<file path="config.mk">
export PLATFORM = sky130hd
export DESIGN_NAME = spi_target_rx
export DESIGN_NICKNAME = d
export VERILOG_FILES = /design/src/rtl/spi_target_rx.sv
export SDC_FILE = /design/constraint.sdc
export NUM_CORES = 1
export LEC_CHECK = 0
export CORE_MARGIN = 2
export CORE_UTILIZATION = 57
export DETAILED_ROUTE_END_ITERATION = 8
export PLACE_DENSITY_LB_ADDON = 0.05
export SYNTH_ARGS = -nofsm -noshare
export SYNTH_HDL_FRONTEND = slang
export SYNTH_SLANG_ARGS = --single-unit
</file>
<file path="constraint.sdc">
create_clock -name clk -period 2.6 [get_ports clk]
set_input_delay 0.26 -clock clk [delete_from_list [all_inputs] [get_ports clk]]
set_output_delay 0.26 -clock clk [all_outputs]
set_load 0.05 [all_outputs]
</file>
<file path="src/rtl/spi_target_rx.sv">
`timescale 1ns / 1ps
// spi_target_rx
//   SPI mode-0 target (CPOL=0, CPHA=0), MSB first, oversampled by clk.
//   SCK, COPI and CS are brought into the clk domain through SYNC_STAGES
//   flops and edges are detected on the synchronized SCK.
//   Received bytes are presented on rx_byte_o with a one-cycle rx_valid_o.
//   Bytes to transmit are staged in a one-deep holding register.
//
// Ports
//   clk          single clock, rising edge
//   reset        synchronous, active-low
//   spi_sck_i    SPI clock (asynchronous to clk)
//   spi_copi_i   SPI data in, MSB first
//   spi_cs_i     target select, active-low
//   spi_cipo_o   SPI data out, MSB first
//   rx_byte_o    last complete received byte
//   rx_valid_o   one-cycle strobe, rx_byte_o is new
//   rx_first_o   with rx_valid_o: byte is the first of the transaction
//   rx_end_o     one-cycle strobe on transaction end
//   rx_abort_o   one-cycle strobe, transaction ended mid-byte
//   tx_byte_i    next byte to send
//   tx_load_i    write tx_byte_i into the holding register
//   tx_empty_o   holding register is empty
module spi_target_rx #(
   parameter int SYNC_STAGES = 2
) (
   input  logic       clk,
   input  logic       reset,
   input  logic       spi_sck_i,
   input  logic       spi_copi_i,
   input  logic       spi_cs_i,
   output logic       spi_cipo_o,
   output logic [7:0] rx_byte_o,
   output logic       rx_valid_o,
   output logic       rx_first_o,
   output logic       rx_end_o,
   output logic       rx_abort_o,
   input  logic [7:0] tx_byte_i,
   input  logic       tx_load_i,
   output logic       tx_empty_o
);

   typedef enum logic {IDLE = 1'b0, ACTIVE = 1'b1} state_t;

   state_t state_reg, state_next;

   logic [SYNC_STAGES-1:0] sck_sync_reg, copi_sync_reg, cs_sync_reg, vld_sync_reg;
   logic       sck_s, copi_s, cs_s, sync_ok;
   logic       sck_q_reg;
   logic       armed_reg;
   logic [2:0] bit_cnt_reg, bit_cnt_inc, bit_cnt_after;
   logic       first_reg;
   logic [7:0] rx_shift_reg;
   logic       byte_done_reg, byte_first_reg;
   logic       end_pend_reg, abort_pend_reg;
   logic [7:0] rx_byte_reg;
   logic       rx_valid_reg, rx_first_reg, rx_end_reg, rx_abort_reg;
   logic [7:0] tx_shift_reg, hold_reg;
   logic       hold_full_reg;
   logic       enter_active, leave_active;
   logic       rise, fall, byte_complete, reload;

   // Synchronizers. vld_sync_reg marks when the chain holds real pin samples
   // rather than reset values, so a CS held low through reset is not mistaken
   // for a fresh falling edge.
   always_ff @(posedge clk) begin
      if (!reset) begin
         sck_sync_reg  <= '0;
         copi_sync_reg <= '0;
         cs_sync_reg   <= '1;
         vld_sync_reg  <= '0;
      end else begin
         sck_sync_reg  <= {sck_sync_reg[SYNC_STAGES-2:0], spi_sck_i};
         copi_sync_reg <= {copi_sync_reg[SYNC_STAGES-2:0], spi_copi_i};
         cs_sync_reg   <= {cs_sync_reg[SYNC_STAGES-2:0], spi_cs_i};
         vld_sync_reg  <= {vld_sync_reg[SYNC_STAGES-2:0], 1'b1};
      end
   end

   assign sck_s   = sck_sync_reg[SYNC_STAGES-1];
   assign copi_s  = copi_sync_reg[SYNC_STAGES-1];
   assign cs_s    = cs_sync_reg[SYNC_STAGES-1];
   assign sync_ok = vld_sync_reg[SYNC_STAGES-1];

   // FSM state register
   always_ff @(posedge clk) begin
      if (!reset) state_reg <= IDLE;
      else        state_reg <= state_next;
   end

   // FSM next state: entry needs CS seen high (armed) and now low
   always_comb begin
      state_next = state_reg;
      case (state_reg)
         IDLE:    if (armed_reg && sync_ok && !cs_s) state_next = ACTIVE;
         ACTIVE:  if (cs_s) state_next = IDLE;
         default: state_next = IDLE;
      endcase
   end

   // FSM outputs
   always_comb begin
      enter_active = 1'b0;
      leave_active = 1'b0;
      if (state_reg == IDLE && state_next == ACTIVE) enter_active = 1'b1;
      if (state_reg == ACTIVE && state_next == IDLE) leave_active = 1'b1;
   end

   // Edges count while the FSM is ACTIVE, including the cycle in which CS is
   // seen rising, so a final SCK rise coincident with CS release still
   // completes its byte.
   assign rise          = (state_reg == ACTIVE) && sck_s && !sck_q_reg;
   assign fall          = (state_reg == ACTIVE) && !sck_s && sck_q_reg;
   assign bit_cnt_inc   = bit_cnt_reg + 3'd1;
   assign bit_cnt_after = rise ? bit_cnt_inc : bit_cnt_reg;
   assign byte_complete = rise && (bit_cnt_reg == 3'd7);
   assign reload        = enter_active || (fall && (bit_cnt_reg == 3'd0));

   always_ff @(posedge clk) begin
      if (!reset) begin
         sck_q_reg      <= 1'b0;
         armed_reg      <= 1'b0;
         bit_cnt_reg    <= 3'd0;
         first_reg      <= 1'b0;
         rx_shift_reg   <= 8'h00;
         byte_done_reg  <= 1'b0;
         byte_first_reg <= 1'b0;
         end_pend_reg   <= 1'b0;
         abort_pend_reg <= 1'b0;
         rx_byte_reg    <= 8'h00;
         rx_valid_reg   <= 1'b0;
         rx_first_reg   <= 1'b0;
         rx_end_reg     <= 1'b0;
         rx_abort_reg   <= 1'b0;
         tx_shift_reg   <= 8'hFF;
         hold_reg       <= 8'h00;
         hold_full_reg  <= 1'b0;
      end else begin
         sck_q_reg <= sck_s;
         if (sync_ok && cs_s) armed_reg <= 1'b1;

         if (enter_active) begin
            bit_cnt_reg <= 3'd0;
            first_reg   <= 1'b1;
         end else if (rise) begin
            bit_cnt_reg  <= bit_cnt_inc;
            rx_shift_reg <= {rx_shift_reg[6:0], copi_s};
            if (byte_complete) first_reg <= 1'b0;
         end

         // One pipeline stage between the edge and the strobes; the end
         // strobes share it so a coincident byte and CS release line up.
         byte_done_reg  <= byte_complete;
         byte_first_reg <= byte_complete && first_reg;
         end_pend_reg   <= leave_active;
         abort_pend_reg <= leave_active && (bit_cnt_after != 3'd0);

         rx_valid_reg <= byte_done_reg;
         rx_first_reg <= byte_first_reg;
         rx_end_reg   <= end_pend_reg;
         rx_abort_reg <= abort_pend_reg;
         if (byte_done_reg) rx_byte_reg <= rx_shift_reg;

         if (reload)    tx_shift_reg <= hold_full_reg ? hold_reg : 8'hFF;
         else if (fall) tx_shift_reg <= {tx_shift_reg[6:0], 1'b1};

         // A load wins over the reload's clear: the reload has already taken
         // the old value, and the new one stays held.
         if (tx_load_i) begin
            hold_reg      <= tx_byte_i;
            hold_full_reg <= 1'b1;
         end else if (reload && hold_full_reg) begin
            hold_full_reg <= 1'b0;
         end
      end
   end

   assign spi_cipo_o = tx_shift_reg[7];
   assign rx_byte_o  = rx_byte_reg;
   assign rx_valid_o = rx_valid_reg;
   assign rx_first_o = rx_first_reg;
   assign rx_end_o   = rx_end_reg;
   assign rx_abort_o = rx_abort_reg;
   assign tx_empty_o = !hold_full_reg;

endmodule

</file>
Word level (Yosys, flattened, before mapping)
Cells that the tools add are included.
{"block": "totals", "input_bits": 14, "elab_cells": 72, "regBits": 56, "out_inout_bits": 14}
{"block": "classes", "addsub": 1, "reduce_logical": 28, "n_bitwise": 4, "n_eq_ne": 1, "muxes": 15}
{"op": "8-bit two-way mux", "count": 3}
{"op": "1-bit logical AND", "count": 14}
{"op": "1-bit two-way mux", "count": 10}
{"op": "2-bit nonzero test", "count": 4}
{"op": "1-bit zero test", "count": 4}
{"op": "1-bit inverter", "count": 4}
{"op": "2-bit AND reduction", "count": 2}
{"op": "3-bit by 1-bit adder with 3-bit output (second input constant)", "count": 1}
{"op": "3-bit equality test (second input constant)", "count": 1}
{"op": "3-bit zero test", "count": 1}
{"op": "3-bit two-way mux", "count": 1}
{"op": "3-bit nonzero test", "count": 1}
{"op": "1-bit one-hot mux with 2 select lines", "count": 1}
{"op": "2-bit OR reduction", "count": 1}
{"op": "1-bit logical OR", "count": 1}

Longest topological paths before layout
{"block": "depth", "depth_word": 10, "mapped_depth": 7, "mapped_depth_nobuf": 5}

Worst setup path after synthesis
Ideal clock, no wire load.
{"block": "synth_timing", "path_type": "register -> register", "startpoint": "reg bit_cnt_reg[0]", "endpoint": "reg abort_pend_reg", "t_required_ns": 2.485, "synth_period_minus_slack_ns": 1.499, "n_path_buf": 0, "slack_ns": 1.101, "stages_incl_launch_ff": 5, "setup_time_ns": 0.115, "arrival_time_ns": 1.383, "path_cell_list": "dfxtp_1 -> ha_1 -> ha_1 -> or4_1 -> and3_1"}
{"block": "synth_between", "elab_chain_cells": 4}
{"element": "start, declared", "line_no": "51", "source": "logic [2:0] bit_cnt_reg, bit_cnt_inc, bit_cnt_after;"}
{"element": "start signal, assigned", "line_no": "146", "source": "bit_cnt_reg <= bit_cnt_inc;"}
{"element": "3-bit by 1-bit adder with 3-bit output", "line_no": "114", "source": "assign bit_cnt_inc = bit_cnt_reg + 3'd1;"}
{"element": "3-bit two-way mux *"}
{"element": "3-bit nonzero test *", "line_no": "156", "source": "abort_pend_reg <= leave_active && (bit_cnt_after != 3'd0);"}
{"element": "1-bit logical AND *", "line_no": "156"}
{"element": "end signal, assigned", "line_no": "156"}
{"element": "end, declared", "line_no": "55", "source": "logic end_pend_reg, abort_pend_reg;"}
Mark *: on every way between the ends. The rest lies on a longest branch, timed or not.
A chain may end at the register's enable or synchronous reset.

Final worst setup path
{"block": "layout_timing", "startpoint": "reg hold_full_reg", "endpoint": "out tx_empty_o"}
{"block": "layout_between", "elab_chain_cells": 1}
{"element": "start, declared", "line_no": "59", "source": "logic hold_full_reg;"}
{"element": "start signal, assigned", "line_no": "137", "source": "hold_full_reg <= 1'b0;"}
{"element": "start signal, assigned", "line_no": "171", "source": "hold_full_reg <= 1'b1;"}
{"element": "start signal, assigned", "line_no": "173", "source": "hold_full_reg <= 1'b0;"}
{"element": "1-bit zero test", "line_no": "184", "source": "assign tx_empty_o = !hold_full_reg;"}
{"element": "end, declared", "line_no": "40", "source": "output logic tx_empty_o"}
No other way between the ends.

==> qor.yml <==
cts:
  clk_path_buf_depth: 2
  clockRootBuffer: "clkbuf_4"
  post-cts-setup-buffer-count: 0
  insertion_delay_ns: 0.36
  ctsResizeCount: 0
  postCtsHoldBufs: 0
  cts_tree: "built"
  clock_sinks: 56
  cts_buffers: 5
  htreeDepth: 2
  clk_pin_slew_ns: 0.14
run_status:
  status: "completed"
worst_setup_path:
  critPathLaunchType: "flip-flop"
  crit_required_ns: 2.34
  path_buf_inv: 2
  critPathMaxFanout: 10
  cp.arrival_ns: 1.63
  path_class: "flip-flop to primary output"
  end_kind: "primary output"
  cpMaxStageDelayCell: "clkdlybuf4s50_1"
  crit_path_max_incr_delay_ns: 0.83
  path_delay_family: "buffers and inverters"
  path_cells: "inv_2, clkdlybuf4s50_1"
die:
  dieArea_um2: 4070
  io_pins: 28
  start_util_pct: 60.2
  die_x_um: 63.8
  die_h_um: 63.8
  core_um2: 3390
  fp-row-count: 21
sta:
  drv_slew: 0
  fin_crit_ns: 1.89
  maxSlewHeadroom_pct: 66.8
  period_share_pct: 72.5
  tns_ns: 0
  hold_viol: 0
  holdWs_ns: 0.428
  fmax_ghz: 0.530
  rsz0062_at_grt: "no"
  fin_skew_ns: 0.0129
  tightest_slew_ns: 0.496
  setup_viol: 0
final_layout:
  finish.instance_area_um2: 2410
  layout_common_cells: "56 x dfxtp_1, 27 x clkdlybuf4s50_1, 26 x nor2_1"
  final_common_cell: "dfxtp_1"
  drive_above_1_share_pct: 8.26
  fin_cells: 276
  nFillCells: 250
  area_growth_pct: 18.2
  antenna_cells: 0
  nNetsFinal: 246
worst_hold_path:
  hold_class: "flip-flop to flip-flop"
detailed_routing:
  vias: 1467
  wl_per_cell_um: 12.6
  final_antenna_net_count: 0
  drc: 0
  wirelength_um: 3480
  drt-pass1-iter-count: 4
  drtIter0Drc: 55
  vias_per_cell: 5.32
logic_synthesis:
  synth_edf_count: 0
  synth_area_per_cell_um2: 9.90
  ys.flop_type: "dfxtp_1"
  syn_nets: 223
  ys_ff_latch: 56
  ys_warn_count: 0
  postSynthCellCount: 206
  synth.yosys.seq_area_share_pct: 55.0
  async_flop_share_pct: 0
  yosysUniqueCellTypes: 30
  syn_area_um2: 2040
global_route:
  grt_pass1_wl_um: 5930
  grt_pass1_vias: 1431
  grt_max_degree: 24
  grt_overflow_total: 0
  antenna_found_initial: 0
  grt_util_all_layers_pct: 18.4
placed_design:
  dpl.cell_count: 268
  post-dp-hpwl_um: 2490
  place_area_um2: 2320
  place.gp.congestion: 0.723
  io_buffers: 27
pwr:
  cellPowerDensity_nw_per_um2: 599
  leakagePower_uw: 0.000938
  vdd_drop_max_uv: 391
job:
  maxCapViolations: 0
==> worst paths after layout <==
| path | endpoint | slack, ns | depth (start not counted) | start |
|---|---|---|---|---|
| max | tx_empty_o | 0.71 | 2 | hold_full_reg$_SDFFE_PN0P_ |
| min | cs_sync_reg[1]$_SDFF_PN1_ | 0.43 | 1 | cs_sync_reg[0]$_SDFF_PN1_ |
| max reg2reg | tx_shift_reg[5]$_SDFFE_PN1P_ | 0.91 | 3 | state_reg$_SDFF_PN0_ |
| min reg2reg | cs_sync_reg[1]$_SDFF_PN1_ | 0.43 | 1 | cs_sync_reg[0]$_SDFF_PN1_ |
==> metal layers <==
layer | track usage, % | routed length [µm] | part of all wire [%] | vias to the layer above
li1 | - | - | - | 744
met1 | 20.2 | 1560 | 45 | 695
met2 | 34.9 | 1790 | 51 | 24
met3 | 3.70 | 92 | 2.6 | 4
met4 | 5.71 | 38 | 1.1 | 0
met5 | 0 | 0 | 0 | -
==> layout make-up <==
type	instances	area (µm²)	share of cell area [%]
flip-flops and latches	56	1120	46.5
multi-input cells	132	837	34.7
repair buffers	29	285	11.8
well taps	46	57.6	2.39
clock buffers	6	51.3	2.13
clock inverters	2	38.8	1.61
inverters	5	18.8	0.779
==> per-stage QoR <==
stage | setup slack, ns | total power [µW] | util, %
5_1_grt | 0.635 | 1500 | 71.1
2_1_floorplan | 1.10 | 950 | -
6_report | 0.715 | 1440 | 71.1
3_3_place_gp | 0.911 | 981 | 68.4
3_5_place_dp | 0.859 | 984 | 68.4
4_1_cts | 0.690 | 1460 | 71.1
==> power by group <==
part | internal [µW] | switching (µW) | total (µW)
sequential | 876 | 9.04 | 885
clock | 231 | 248 | 478
combinational | 38.7 | 41.1 | 79.8
==> cell usage after synthesis (all sizes together) (3+ instances only) <==
| cell | instances | area (µm²) |
|---|---|---|
| nand3 | 14 | 70.1 |
| nor2 | 26 | 97.6 |
| and2 | 11 | 68.8 |
| a21oi | 13 | 65.1 |
| inv | 5 | 18.8 |
| mux2i | 16 | 160 |
| nand2b | 3 | 18.8 |
| ha | 3 | 37.5 |
| dfxtp | 56 | 1120 |
| buf | 6 | 35.0 |
| o2111ai | 7 | 105 |
| clkbuf | 7 | 27.5 |
| nand2 | 22 | 82.6 |
==> cells by family after synthesis <==
group	share of synthesized area, %
buf+inv	3.99
mux	7.85
fa+ha+maj	1.84
flops	55.0
xor+xnor	0.430
compound gates	9.88
simple gates	21.0
(Power assumes the default switching activity.)
